[config.mk]
export PLATFORM = sky130hd
export DESIGN_NAME = boolfuck_input_flat
export DESIGN_NICKNAME = d
export VERILOG_FILES = /design/src/rtl/boolfuck_pkg.sv /design/src/rtl/boolfuck_input_if.sv /design/src/rtl/boolfuck_debounce.sv /design/src/rtl/boolfuck_input.sv /design/src/flat_wrapper.sv
export SDC_FILE = /design/constraint.sdc
export NUM_CORES = 1
export LEC_CHECK = 0
export ABC_AREA = 0
export BUFFER_PORTS_ARGS = -buffer_cell sky130_fd_sc_hd__buf_2
export CORE_MARGIN = 2
export CORE_UTILIZATION = 65
export DETAILED_ROUTE_END_ITERATION = 6
export GPL_ROUTABILITY_DRIVEN = 1
export PLACE_DENSITY_LB_ADDON = 0.1
export SLEW_MARGIN = 20
export SYNTH_ARGS = -nofsm -noshare
export SYNTH_HDL_FRONTEND = slang
export SYNTH_HIERARCHICAL = 1
export SYNTH_SLANG_ARGS = --single-unit
[constraint.sdc]
create_clock -name clk -period 7.8 [get_ports clk]
set_input_delay 0.78 -clock clk [delete_from_list [all_inputs] [get_ports clk]]
set_output_delay 0.78 -clock clk [all_outputs]
set_load 0.01 [all_outputs]
[src/rtl/boolfuck_pkg.sv]
// Shared types and channel map for the boolfuck input conditioning block.
// Raw channels are packed as {ctl, rgt, lft, key[7:0]}.
package boolfuck_pkg;

    typedef enum logic [1:0] {
        KS_IDLE = 2'b00,
        KS_ONE  = 2'b01,
        KS_LOCK = 2'b10
    } kst_t;

    localparam int NUM_CH = 11;
    localparam int CH_LFT = 8;
    localparam int CH_RGT = 9;
    localparam int CH_CTL = 10;

    function automatic logic [3:0] popcount8(input logic [7:0] v);
        logic [3:0] n;
        n = '0;
        for (int i = 0; i < 8; i++) begin
            n = n + {3'b000, v[i]};
        end
        return n;
    endfunction

endpackage

[src/rtl/boolfuck_input_if.sv]
// Raw board inputs and conditioned level outputs of boolfuck_input.
// Plain levels, no handshake: every signal is sampled on each clock edge.
interface boolfuck_input_if;
    import boolfuck_pkg::*;

    logic       lft_i;
    logic       rgt_i;
    logic       ctl_i;
    logic [7:0] key_i;
    logic       lft;
    logic       rgt;
    logic       ctl;
    logic [7:0] key;
    kst_t       kst;

    modport master (
        output lft_i, rgt_i, ctl_i, key_i,
        input  lft, rgt, ctl, key, kst
    );

    modport slave (
        input  lft_i, rgt_i, ctl_i, key_i,
        output lft, rgt, ctl, key, kst
    );

endinterface

[src/rtl/boolfuck_debounce.sv]
// One input channel: SYNC-stage synchroniser, then a level is accepted only after
// it differs from the stable level for DB_CYCLES consecutive cycles.
module boolfuck_debounce #(
    parameter int SYNC      = 2,
    parameter int DB_CYCLES = 250000
) (
    input  logic clk,
    input  logic rst,
    input  logic raw,
    output logic stable
);

    localparam int CW = (DB_CYCLES > 1) ? $clog2(DB_CYCLES) : 1;

    logic [SYNC-1:0] sync;
    logic [CW-1:0]   cnt;
    logic            y;

    assign y = sync[SYNC-1];

    always_ff @(posedge clk or posedge rst) begin
        if (rst) begin
            sync   <= '0;
            cnt    <= '0;
            stable <= 1'b0;
        end else begin
            sync <= {sync[SYNC-2:0], raw};
            // Any sample that agrees with the stable level restarts qualification.
            if (y == stable) begin
                cnt <= '0;
            end else if (cnt == CW'(DB_CYCLES - 1)) begin
                stable <= y;
                cnt    <= '0;
            end else begin
                cnt <= cnt + 1'b1;
            end
        end
    end

endmodule

[src/rtl/boolfuck_input.sv]
// Conditions buttons and key switches for the interpreter: debounce every channel,
// add auto-repeat gaps on lft/rgt, and let only single keys through to key.
module boolfuck_input
    import boolfuck_pkg::*;
#(
    parameter int SYNC      = 2,
    parameter int DB_CYCLES = 250000,
    parameter int RPT_DELAY = 25000000,
    parameter int RPT_RATE  = 5000000
) (
    input logic              clk,
    input logic              rst,
    boolfuck_input_if.slave  bus
);

    localparam int HW = $clog2(RPT_DELAY + 1);
    localparam int RW = $clog2(RPT_RATE);

    logic [NUM_CH-1:0] raw;
    logic [NUM_CH-1:0] stable;
    logic [1:0]        rep_s;
    logic [1:0]        rep_q;
    logic              ctl_q;
    logic [7:0]        k;
    logic [3:0]        n;
    kst_t              state, state_n;
    logic [7:0]        key_q, key_n;

    assign raw = {bus.ctl_i, bus.rgt_i, bus.lft_i, bus.key_i};

    for (genvar ch = 0; ch < NUM_CH; ch++) begin : g_db
        boolfuck_debounce #(
            .SYNC      (SYNC),
            .DB_CYCLES (DB_CYCLES)
        ) u_db (
            .clk    (clk),
            .rst    (rst),
            .raw    (raw[ch]),
            .stable (stable[ch])
        );
    end

    assign rep_s = {stable[CH_RGT], stable[CH_LFT]};

    // h saturates at RPT_DELAY; from then r reloads every RPT_RATE cycles, gap at r == 0.
    for (genvar i = 0; i < 2; i++) begin : g_rpt
        logic [HW-1:0] h;
        logic [RW-1:0] r;
        logic          gap;
        logic          q;

        assign gap      = (h == HW'(RPT_DELAY)) && (r == '0);
        assign rep_q[i] = q;

        always_ff @(posedge clk or posedge rst) begin
            if (rst) begin
                h <= '0;
                r <= '0;
                q <= 1'b0;
            end else begin
                q <= rep_s[i] & ~gap;
                if (!rep_s[i]) begin
                    h <= '0;
                    r <= '0;
                end else if (h != HW'(RPT_DELAY)) begin
                    h <= h + 1'b1;
                end else if (r == RW'(RPT_RATE - 1)) begin
                    r <= '0;
                end else begin
                    r <= r + 1'b1;
                end
            end
        end
    end

    assign k = stable[7:0];
    assign n = popcount8(k);

    // key_q doubles as the latched single key while in KS_ONE.
    always_comb begin
        state_n = state;
        key_n   = key_q;
        case (state)
            KS_IDLE: begin
                key_n = '0;
                if (n == 4'd1) begin
                    state_n = KS_ONE;
                    key_n   = k;
                end else if (n > 4'd1) begin
                    state_n = KS_LOCK;
                end
            end
            KS_ONE: begin
                if (k == '0) begin
                    state_n = KS_IDLE;
                    key_n   = '0;
                end else if (k != key_q) begin
                    state_n = KS_LOCK;
                    key_n   = '0;
                end
            end
            KS_LOCK: begin
                key_n = '0;
                if (k == '0) state_n = KS_IDLE;
            end
            default: begin
                state_n = KS_IDLE;
                key_n   = '0;
            end
        endcase
    end

    always_ff @(posedge clk or posedge rst) begin
        if (rst) begin
            state <= KS_IDLE;
            key_q <= '0;
            ctl_q <= 1'b0;
        end else begin
            state <= state_n;
            key_q <= key_n;
            ctl_q <= stable[CH_CTL];
        end
    end

    assign bus.lft = rep_q[0];
    assign bus.rgt = rep_q[1];
    assign bus.ctl = ctl_q;
    assign bus.key = key_q;
    assign bus.kst = state;

endmodule

[src/flat_wrapper.sv]
// flat-port wrapper written by rule: the top's interface ports become plain ports
module boolfuck_input_flat import boolfuck_pkg::*;
#(
    parameter int SYNC      = 2,
    parameter int DB_CYCLES = 250000,
    parameter int RPT_DELAY = 25000000,
    parameter int RPT_RATE  = 5000000
)
  (clk, rst, bus_lft_i, bus_rgt_i, bus_ctl_i, bus_key_i, bus_lft, bus_rgt, bus_ctl, bus_key, bus_kst);
  boolfuck_input_if bus_i ();
  input logic clk;
  input logic rst;
  input wire logic [$bits(bus_i.lft_i)-1:0] bus_lft_i;
  input wire logic [$bits(bus_i.rgt_i)-1:0] bus_rgt_i;
  input wire logic [$bits(bus_i.ctl_i)-1:0] bus_ctl_i;
  input wire logic [$bits(bus_i.key_i)-1:0] bus_key_i;
  output wire logic [$bits(bus_i.lft)-1:0] bus_lft;
  output wire logic [$bits(bus_i.rgt)-1:0] bus_rgt;
  output wire logic [$bits(bus_i.ctl)-1:0] bus_ctl;
  output wire logic [$bits(bus_i.key)-1:0] bus_key;
  output wire logic [$bits(bus_i.kst)-1:0] bus_kst;
  assign bus_i.lft_i = bus_lft_i;
  assign bus_i.rgt_i = bus_rgt_i;
  assign bus_i.ctl_i = bus_ctl_i;
  assign bus_i.key_i = bus_key_i;
  assign bus_lft = bus_i.lft;
  assign bus_rgt = bus_i.rgt;
  assign bus_ctl = bus_i.ctl;
  assign bus_key = bus_i.key;
  assign bus_kst = bus_i.kst;
  boolfuck_input #(.SYNC(SYNC), .DB_CYCLES(DB_CYCLES), .RPT_DELAY(RPT_DELAY), .RPT_RATE(RPT_RATE)) u_core (.clk(clk), .rst(rst), .bus(bus_i));
endmodule
==> parameters.txt, run 1 <==
Parameter                              Value

Outcome
  Run status ... complete, no violations

Floorplanning
  Rows ... 59
  Overall die height ... 166 um
  Die Outline Area ... about 28000 um2
  Die boundary width ... between 150 and 200 um
  Top-Level Pins ... 26
  Core Box Area ... approximately 26000 um2
  Initial Util ... about two thirds

Global route
  Via count of the first global-routing pass ... 12100
  Wire length of the first global-routing pass ... 57200 um
  Largest net degree at the start of global routing ... just over 60
  Total Routing Usage GR ... 24.1%
  Initial antenna violation count ... 1
  Congestion Overflow GR ... 0

Placed design
  Buffers on Ports ... 25
  Placed wire-length estimate after detailed placement ... ~22000 um
  Routability congestion estimate ... 0.820
  Cell count after placement ... 2001

Timing
  Setup repair after global routing missed its margin ... false
  Relative slew slack ... slightly below 30%
  Tcrit/Tclk final ... 48.5%
  Slew Viols, Final ... 0
  Count of endpoints failing setup in the final report ... 0
  Setup total negative slack ... 0 ns
  Maximum frequency from static timing analysis ... about 260 MHz
  Tmin final ... 3.78 ns
  Slew at the pin closest to its max-slew limit ... about 1.1 ns
  Worst clock skew ... 0.00897 ns
  Final hold violations ... 0

Clock tree
  Clock latency on the worst-skew pair ... just over 0.5 ns
  TritonCTS buffer count ... 37
  Count of cells resized by post-cts repair ... 0
  Root cell of the clock tree ... sky130_fd_sc_hd__clkbuf_16
  Post-CTS Setup Bufs ... 0
  Clock sinks ... 340
  Count of hold buffers inserted by post-cts repair ... 0
  CTS tree ... done
  Bufs on Longest Clock Path ... 3
  Clock transition at the registers of the reported paths ... around 0.06 ns
  Maximum level of the CTS H-tree ... 2

Setup path
  Path type of the worst setup path ... reg2reg
  Logic depth of the worst register-to-register path ... 11
  Origin of the critical flop-to-flop path ... u_core/g_db[0].u_db/stable
  Data required, critical path ... 8.24 ns
  Register-to-register setup slack ... 4.02 ns
  Most frequent CP cell ... sky130_fd_sc_hd__fa_1
  Delay of the slowest critical-path stage ... roughly 0.56 ns
  Worst-path fanout max ... 9
  Crit path max-delay family ... adder cells
  Standard cell with the maximum stage delay on the critical path ... sky130_fd_sc_hd__fa_1
  Worst Path Buf+Inv ... 2
  Crit path DAT ... 4.22 ns
  List of cells traversed by the critical path ... fa_1 > inv_1 > fa_1 > fa_1 > inv_1 > ha_1 > fa_1 > or2_2 > a21oi_1 > and3_1 > a22o_1
  Endpoint of the worst register-to-register path ... u_core/bus.key[2]
  Worst Setup End Kind ... flop
  Sort of element at the start of the critical path ... flop

Drt
  Number of routed nets with antenna violations ... 0
  Number of detailed-routing iterations run before antenna repair ... 5
  Total wire length ... roughly 33000 um
  Vias ... around 12000
  Via-to-Cell Ratio ... 6.03
  Average detailed-routed wire length per instance ... ~16 um
  Iteration-0 DRC count of the detailed router ... 970
  Residual DRC ... 0

Power
  Leak Pwr ... 8.16 nW
  Total power per unit cell area ... 194 nW/um2
  Peak supply drop ... 0.214 mV

Yosys
  Post-synth top area share ... 49.6%
  Cell taking the most area after synthesis ... sky130_fd_sc_hd__dfrtp_1
  Area contributors post-synth ... sky130_fd_sc_hd__dfrtp_1 (50%), sky130_fd_sc_hd__xor2_1 (7.5%), sky130_fd_sc_hd__nor2_1 (6.0%)
  Syn Nets ... ~1700
  Flops & latches, synth ... 340
  Flip-flop cell with the highest count after synthesis ... sky130_fd_sc_hd__dfrtp_1
  Cell area after synthesis ... 17200 um2
  Count of different cell masters after synthesis ... 58
  Post-synth EDFFs ... 0
  Average cell area after synthesis ... 10.2 um2
  Yosys warning count ... 6
  Number of instances in the synthesized netlist ... 1684
  Share of the yosys chip area belonging to registers ... 49.6%
  Fraction of registers with async set/reset ... between 90% and 100%

Finish
  Area growth from synthesis to layout ... 8.58%
  Final nets ... between 1500 and 2000
  Diode insertion count for antenna repair ... 0
  Share of post-route cells with drive strength above 1 ... 8.92%
  Post-route insts no fill ... 2061
  Commonest non-fill, non-tap cells in the layout ... sky130_fd_sc_hd__dfrtp_1 (340), sky130_fd_sc_hd__nor2_1 (272), sky130_fd_sc_hd__xor2_1 (146), sky130_fd_sc_hd__nand3_1 (116), sky130_fd_sc_hd__nand2_1 (106)
  Leading cell type in the layout, fill and taps excluded ... sky130_fd_sc_hd__dfrtp_1
  Utilization of the core after routing ... a little under three quarters

Run
  Reported max-cap violation count ... 0

Worst hold path
  Launch point of the worst hold path ... u_core/g_db[9].u_db/sync[0]
  Endpoint with the worst hold slack ... u_core/g_db[9].u_db/sync[1]
  Hold Path Class ... reg2reg
  Number of cells traversed by the worst hold path ... 0
metrics by stage:
stage	power, mW	hold slack, ns	setup WS, ns	area [um2]
floorplan	1.90	0.331	4.15	17200
global placement	1.92	0.334	4.13	17400
detailed placement	1.93	0.335	4.02	17400
CTS	3.66	0.349	4.02	18600
global route	3.74	0.349	3.82	18600
finish	3.62	0.348	4.02	18600
kinds of logic (layout without fill, tap and decap cells):
kind of cell             count (synthesis)  in the layout  synth area share (%)
AND/OR/NAND/NOR                        827            827                  25.8
flip-flops                             340            340                  49.6
XOR/XNOR                               220            220                  11.2
AO/OA/AOI/OAI                          161            161                  7.46
buffers and inverters                   95            137                  2.83
adder cells (fa/ha/maj)                 27             27                  2.14
multiplexers                            14             14                 0.912
how the worst max path moves through the flow:
stage | start | endpoint | slack [ns] | cells past startpoint
after floorplan | rst | u_core/bus.ctl | 4.15 | 1
after global placement | u_core/g_db[0].u_db/stable | u_core/bus.key[3] | 4.13 | 11
after detailed placement | u_core/g_db[0].u_db/stable | u_core/bus.key[6] | 4.02 | 11
after CTS | u_core/g_db[0].u_db/stable | u_core/bus.key[6] | 4.02 | 11
after global routing | u_core/g_db[0].u_db/stable | u_core/bus.key[2] | 3.82 | 11
final | u_core/g_db[0].u_db/stable | u_core/bus.key[2] | 4.02 | 11
metal layers:
layer  part of all wire, %  GRT usage [%]  wire length, um
met2                    47           38.4            15600
met3                   3.4           3.40             1130
met4                   2.0           6.52              671
met5                 0.040              0               13
met1                    47           35.2            15500
layout make-up:
type                            instances  area [um2]
Sequential cell                       340        8510
Multi-Input combinational cell       1249        8160
Fill cell                            1898        7360
Clock buffer                           50        1070
Tap cell                              335         419
Inverter                               49         186
Timing Repair Buffer                   28         148
Clock inverter                         10         129
registers in the layout, summed over array words and instances (netlist names):
name / count
u_core/bus.ctl: 1
u_core/bus.kst: 2
u_core/g_db.u_db/cnt: 198
u_core/g_rpt.h: 50
u_core/g_rpt.r: 46
u_core/bus.lft: 1
u_core/g_db.u_db/stable: 11
u_core/bus.key: 8
u_core/bus.rgt: 1
u_core/g_db.u_db/sync: 22
report_power, final:
group	switching [mW]	internal, mW
Combinational	0.0673	0.0221
Sequential	0.0178	1.78
Clock	0.675	1.05
cells in the mapped netlist (2+ instances only):
library cell                 n
sky130_fd_sc_hd__a21oi_1    41
sky130_fd_sc_hd__a221o_1     9
sky130_fd_sc_hd__a22o_1     12
sky130_fd_sc_hd__a31oi_1    38
sky130_fd_sc_hd__a41oi_1     5
sky130_fd_sc_hd__and2_1     19
sky130_fd_sc_hd__and3_1     30
sky130_fd_sc_hd__and4_1     45
sky130_fd_sc_hd__and4_2     22
sky130_fd_sc_hd__buf_2      19
sky130_fd_sc_hd__buf_6      14
sky130_fd_sc_hd__clkbuf_1   12
sky130_fd_sc_hd__dfrtp_1   340
sky130_fd_sc_hd__fa_1        4
sky130_fd_sc_hd__ha_1       23
sky130_fd_sc_hd__inv_1      48
sky130_fd_sc_hd__mux2_2     13
sky130_fd_sc_hd__nand2_1   106
sky130_fd_sc_hd__nand2b_1   14
sky130_fd_sc_hd__nand3_1   116
sky130_fd_sc_hd__nand3b_1    2
sky130_fd_sc_hd__nand4_1    79
sky130_fd_sc_hd__nor2_1    272
sky130_fd_sc_hd__nor2b_1    11
sky130_fd_sc_hd__nor3_1     10
sky130_fd_sc_hd__nor4_1     39
sky130_fd_sc_hd__nor4_2      3
sky130_fd_sc_hd__nor4b_1     5
sky130_fd_sc_hd__o21ai_0    21
sky130_fd_sc_hd__o21ai_1     4
sky130_fd_sc_hd__o31ai_1    11
sky130_fd_sc_hd__o41ai_4    11
sky130_fd_sc_hd__or2_2       4
sky130_fd_sc_hd__or3_1      15
sky130_fd_sc_hd__or4_1      15
sky130_fd_sc_hd__or4_4      12
sky130_fd_sc_hd__xnor2_1    74
sky130_fd_sc_hd__xor2_1    146
(Power assumes the default switching activity.)
==> inputs of run 2 (changes only) <==
ABC_AREA = 1   (was 0)
CORE_UTILIZATION = 64   (was 65)
clock period = 3.5 ns   (was 7.8 ns; I/O delays follow)
==> parameters.txt, run 2 <==
Parameter                              Value

Outcome
  Run status ... complete, no violations

Placed design
  Placed wire-length estimate after detailed placement ... roughly 28000 um
  Buffers on Ports ... 25
  Dpl ws ... -0.0268 ns
  Routability congestion estimate ... 0.931
  Placed Area ... 20300 um2
  Cell count after placement ... 2903

Yosys
  Number of instances in the synthesized netlist ... between 2000 and 2500
  Post-synth EDFFs ... 0
  Cell area after synthesis ... roughly 20000 um2
  Top post-synthesis cells by count ... sky130_fd_sc_hd__nand2_1 (457), sky130_fd_sc_hd__nor2_1 (437), sky130_fd_sc_hd__dfrtp_1 (340)
  Average cell area after synthesis ... between 7 and 8 um2
  Post-synth top area share ... 43.3%
  Top-count cell post-synth ... sky130_fd_sc_hd__nand2_1
  Share of the yosys chip area belonging to registers ... 43.3%
  Count of different cell masters after synthesis ... 41
  Cell taking the most area after synthesis ... sky130_fd_sc_hd__dfrtp_1
  Fraction of registers with async set/reset ... 100%
  Area contributors post-synth ... sky130_fd_sc_hd__dfrtp_1 (43%), sky130_fd_sc_hd__nand2_1 (8.7%), sky130_fd_sc_hd__nor2_1 (8.3%)
  Flops & latches, synth ... 340
  Yosys warning count ... 6
  Syn Nets ... 2527
  Flip-flop cell with the highest count after synthesis ... sky130_fd_sc_hd__dfrtp_1

Drt
  Via-to-Cell Ratio ... approximately 5.3
  Iteration-0 DRC count of the detailed router ... 870
  Routed length on met1 ... 17900 um
  Number of detailed-routing iterations run before antenna repair ... 6
  Total wire length ... 38800 um
  Number of routed nets with antenna violations ... 0
  Vias ... 15700
  WL met2 ... 18800 um
  Highest signal layer in the routed design ... met4
  Average detailed-routed wire length per instance ... around 13 um
  Met3 wire length ... 1300 um
  Residual DRC ... 0

Global route
  Initial antenna violation count ... 0
  Wire length of the first global-routing pass ... between 60000 and 70000 um
  Total Routing Usage GR ... 25.5%
  Congestion Overflow GR ... 0
  Via count of the first global-routing pass ... 15500
  Largest net degree at the start of global routing ... 61

Timing
  Worst setup slack after layout ... between 0.1 and 0.15 ns
  Setup total negative slack ... 0 ns
  Worst Hold Slack ... 0.176 ns
  Slew Viols, Final ... 0
  Tcrit/Tclk final ... a little over nine tenths
  Setup repair after global routing missed its margin ... true
  Final hold violations ... 0
  Slew at the pin closest to its max-slew limit ... around 0.9 ns
  Relative slew slack ... 40.1%
  Tmin final ... 3.38 ns
  Worst clock skew ... 0.0196 ns
  Maximum frequency from static timing analysis ... 296 MHz
  Count of endpoints failing setup in the final report ... 0

Floorplanning
  Core Box Area ... ~30000 um2
  Initial Util ... 64.6%
  Die boundary width ... 179 um
  Top-Level Pins ... 26
  Rows ... 64
  Overall die height ... 179 um
  Die Outline Area ... approximately 32000 um2

Clock tree
  CTS tree ... done
  Root cell of the clock tree ... sky130_fd_sc_hd__clkbuf_16
  Bufs on Longest Clock Path ... 3
  Clock transition at the registers of the reported paths ... 0.06 ns
  Clock latency on the worst-skew pair ... 0.53 ns
  Maximum level of the CTS H-tree ... 2
  Clock sinks ... 340
  TritonCTS buffer count ... 40

Setup path
  Path type of the worst setup path ... reg2reg
  Worst setup path startpoint ... u_core/g_db[0].u_db/stable
  Worst-path fanout max ... 4
  Origin of the critical flop-to-flop path ... u_core/g_db[0].u_db/stable
  Data required, critical path ... about 4 ns
  Sort of element at the start of the critical path ... flop
  Crit path DAT ... 3.82 ns
  Worst Setup End Kind ... flop

Finish
  Reg with most FFs ... u_core/g_db.u_db/cnt
  Share of post-route cells with drive strength above 1 ... 17.3%
  Leading cell type in the layout, fill and taps excluded ... sky130_fd_sc_hd__nand2_1
  Diode insertion count for antenna repair ... 0
  Largest registers in the final layout ... u_core/g_db.u_db/cnt (198), u_core/g_rpt.h (50), u_core/g_rpt.r (46)
  Number of flip-flops under the largest register name ... roughly 200
  Post-route insts no fill ... a little under 3000
  Number of fill cells in the layout ... 2369
  Utilization of the core after routing ... 71.4%
  Area growth from synthesis to layout ... 10.4%
  Final design instance area without fill ... 21700 um2
  Final nets ... ~2600
  Commonest non-fill, non-tap cells in the layout ... sky130_fd_sc_hd__nand2_1 (457), sky130_fd_sc_hd__nor2_1 (437), sky130_fd_sc_hd__dfrtp_1 (340), sky130_fd_sc_hd__inv_1 (283), sky130_fd_sc_hd__nand3_1 (152)

Power
  Leak Pwr ... 9.61 nW
  Peak supply drop ... about 0.45 mV
  Total power per unit cell area ... approximately 380 nW/um2
  Overall power of the completed layout ... between 8 and 9 mW

Worst hold path
  Hold Path Class ... in2async

Run
  Reported max-cap violation count ... 0
run 2: final cells by class:
type                            instances  area, um2  share of cell area (%)
Clock buffer                           58       1190                    5.48
Tap cell                              396        495                    2.28
Clock inverter                         11        121                   0.559
Timing Repair Buffer                   43        300                    1.38
Multi-Input combinational cell       1801       9840                    45.3
Inverter                              335       1260                    5.80
Sequential cell                       340       8510                    39.2
run 2: cell families after synthesis:
group	after synthesis	share of synthesized area (%)
buffers and inverters	346	6.81
AO/OA/AOI/OAI	220	6.23
adder cells (fa/ha/maj)	27	1.87
flip-flops	340	43.3
AND/OR/NAND/NOR	1419	35.8
XOR/XNOR	135	6.05
run 2: metal layers:
metal	up-vias	track usage, %
met5	-	0
met4	0	6.82
met3	72	3.16
met2	258	44.4
met1	7425	33.9
li1	7973	-
run 2: worst max-delay path, cell delays in order, from the launching register on:
cell and delay, ns:
sky130_fd_sc_hd__dfrtp_1 0.40, sky130_fd_sc_hd__fa_1 0.53, sky130_fd_sc_hd__inv_1 0.05, sky130_fd_sc_hd__fa_1 0.50, sky130_fd_sc_hd__fa_1 0.41, sky130_fd_sc_hd__inv_1 0.07, sky130_fd_sc_hd__ha_2 0.19, sky130_fd_sc_hd__fa_2 0.45
sky130_fd_sc_hd__nor2_1 0.11, sky130_fd_sc_hd__nand2_1 0.08, sky130_fd_sc_hd__nor3_2 0.21, sky130_fd_sc_hd__buf_4 0.16, sky130_fd_sc_hd__nand2_1 0.06, sky130_fd_sc_hd__o21ai_2 0.06
run 2: path summary, 6_finish.rpt:
| kind | endpoint | slack (ns) | cells after the start |
|---|---|---|---|
| setup / recovery | u_core/bus.key[2] | 0.12 | 13 |
| hold / removal | u_core/bus.key[6] | 0.18 | 2 |
| setup reg to reg | u_core/bus.key[2] | 0.12 | 13 |
| hold reg to reg | u_core/g_db[0].u_db/sync[1] | 0.35 | 0 |
| max in group asynchronous | u_core/g_rpt[0].r[10] | 2.58 | 3 |
| min in group clk | u_core/g_db[0].u_db/sync[1] | 0.35 | 0 |
run 2: report_power, final:
part           leakage (nW)  switching [mW]  internal [mW]
clock network         0.648            1.60           2.50
logic                  4.28           0.170         0.0597
registers              4.67          0.0428           3.98
run 2: what timing repair did:
action	in CTS	in global routing
hold buffers	11	0
buffers inserted	0	1
pin swaps	0	1
resized for setup	1	6
endpoints found under the setup margin	3	10
hold endpoints to repair	11	0
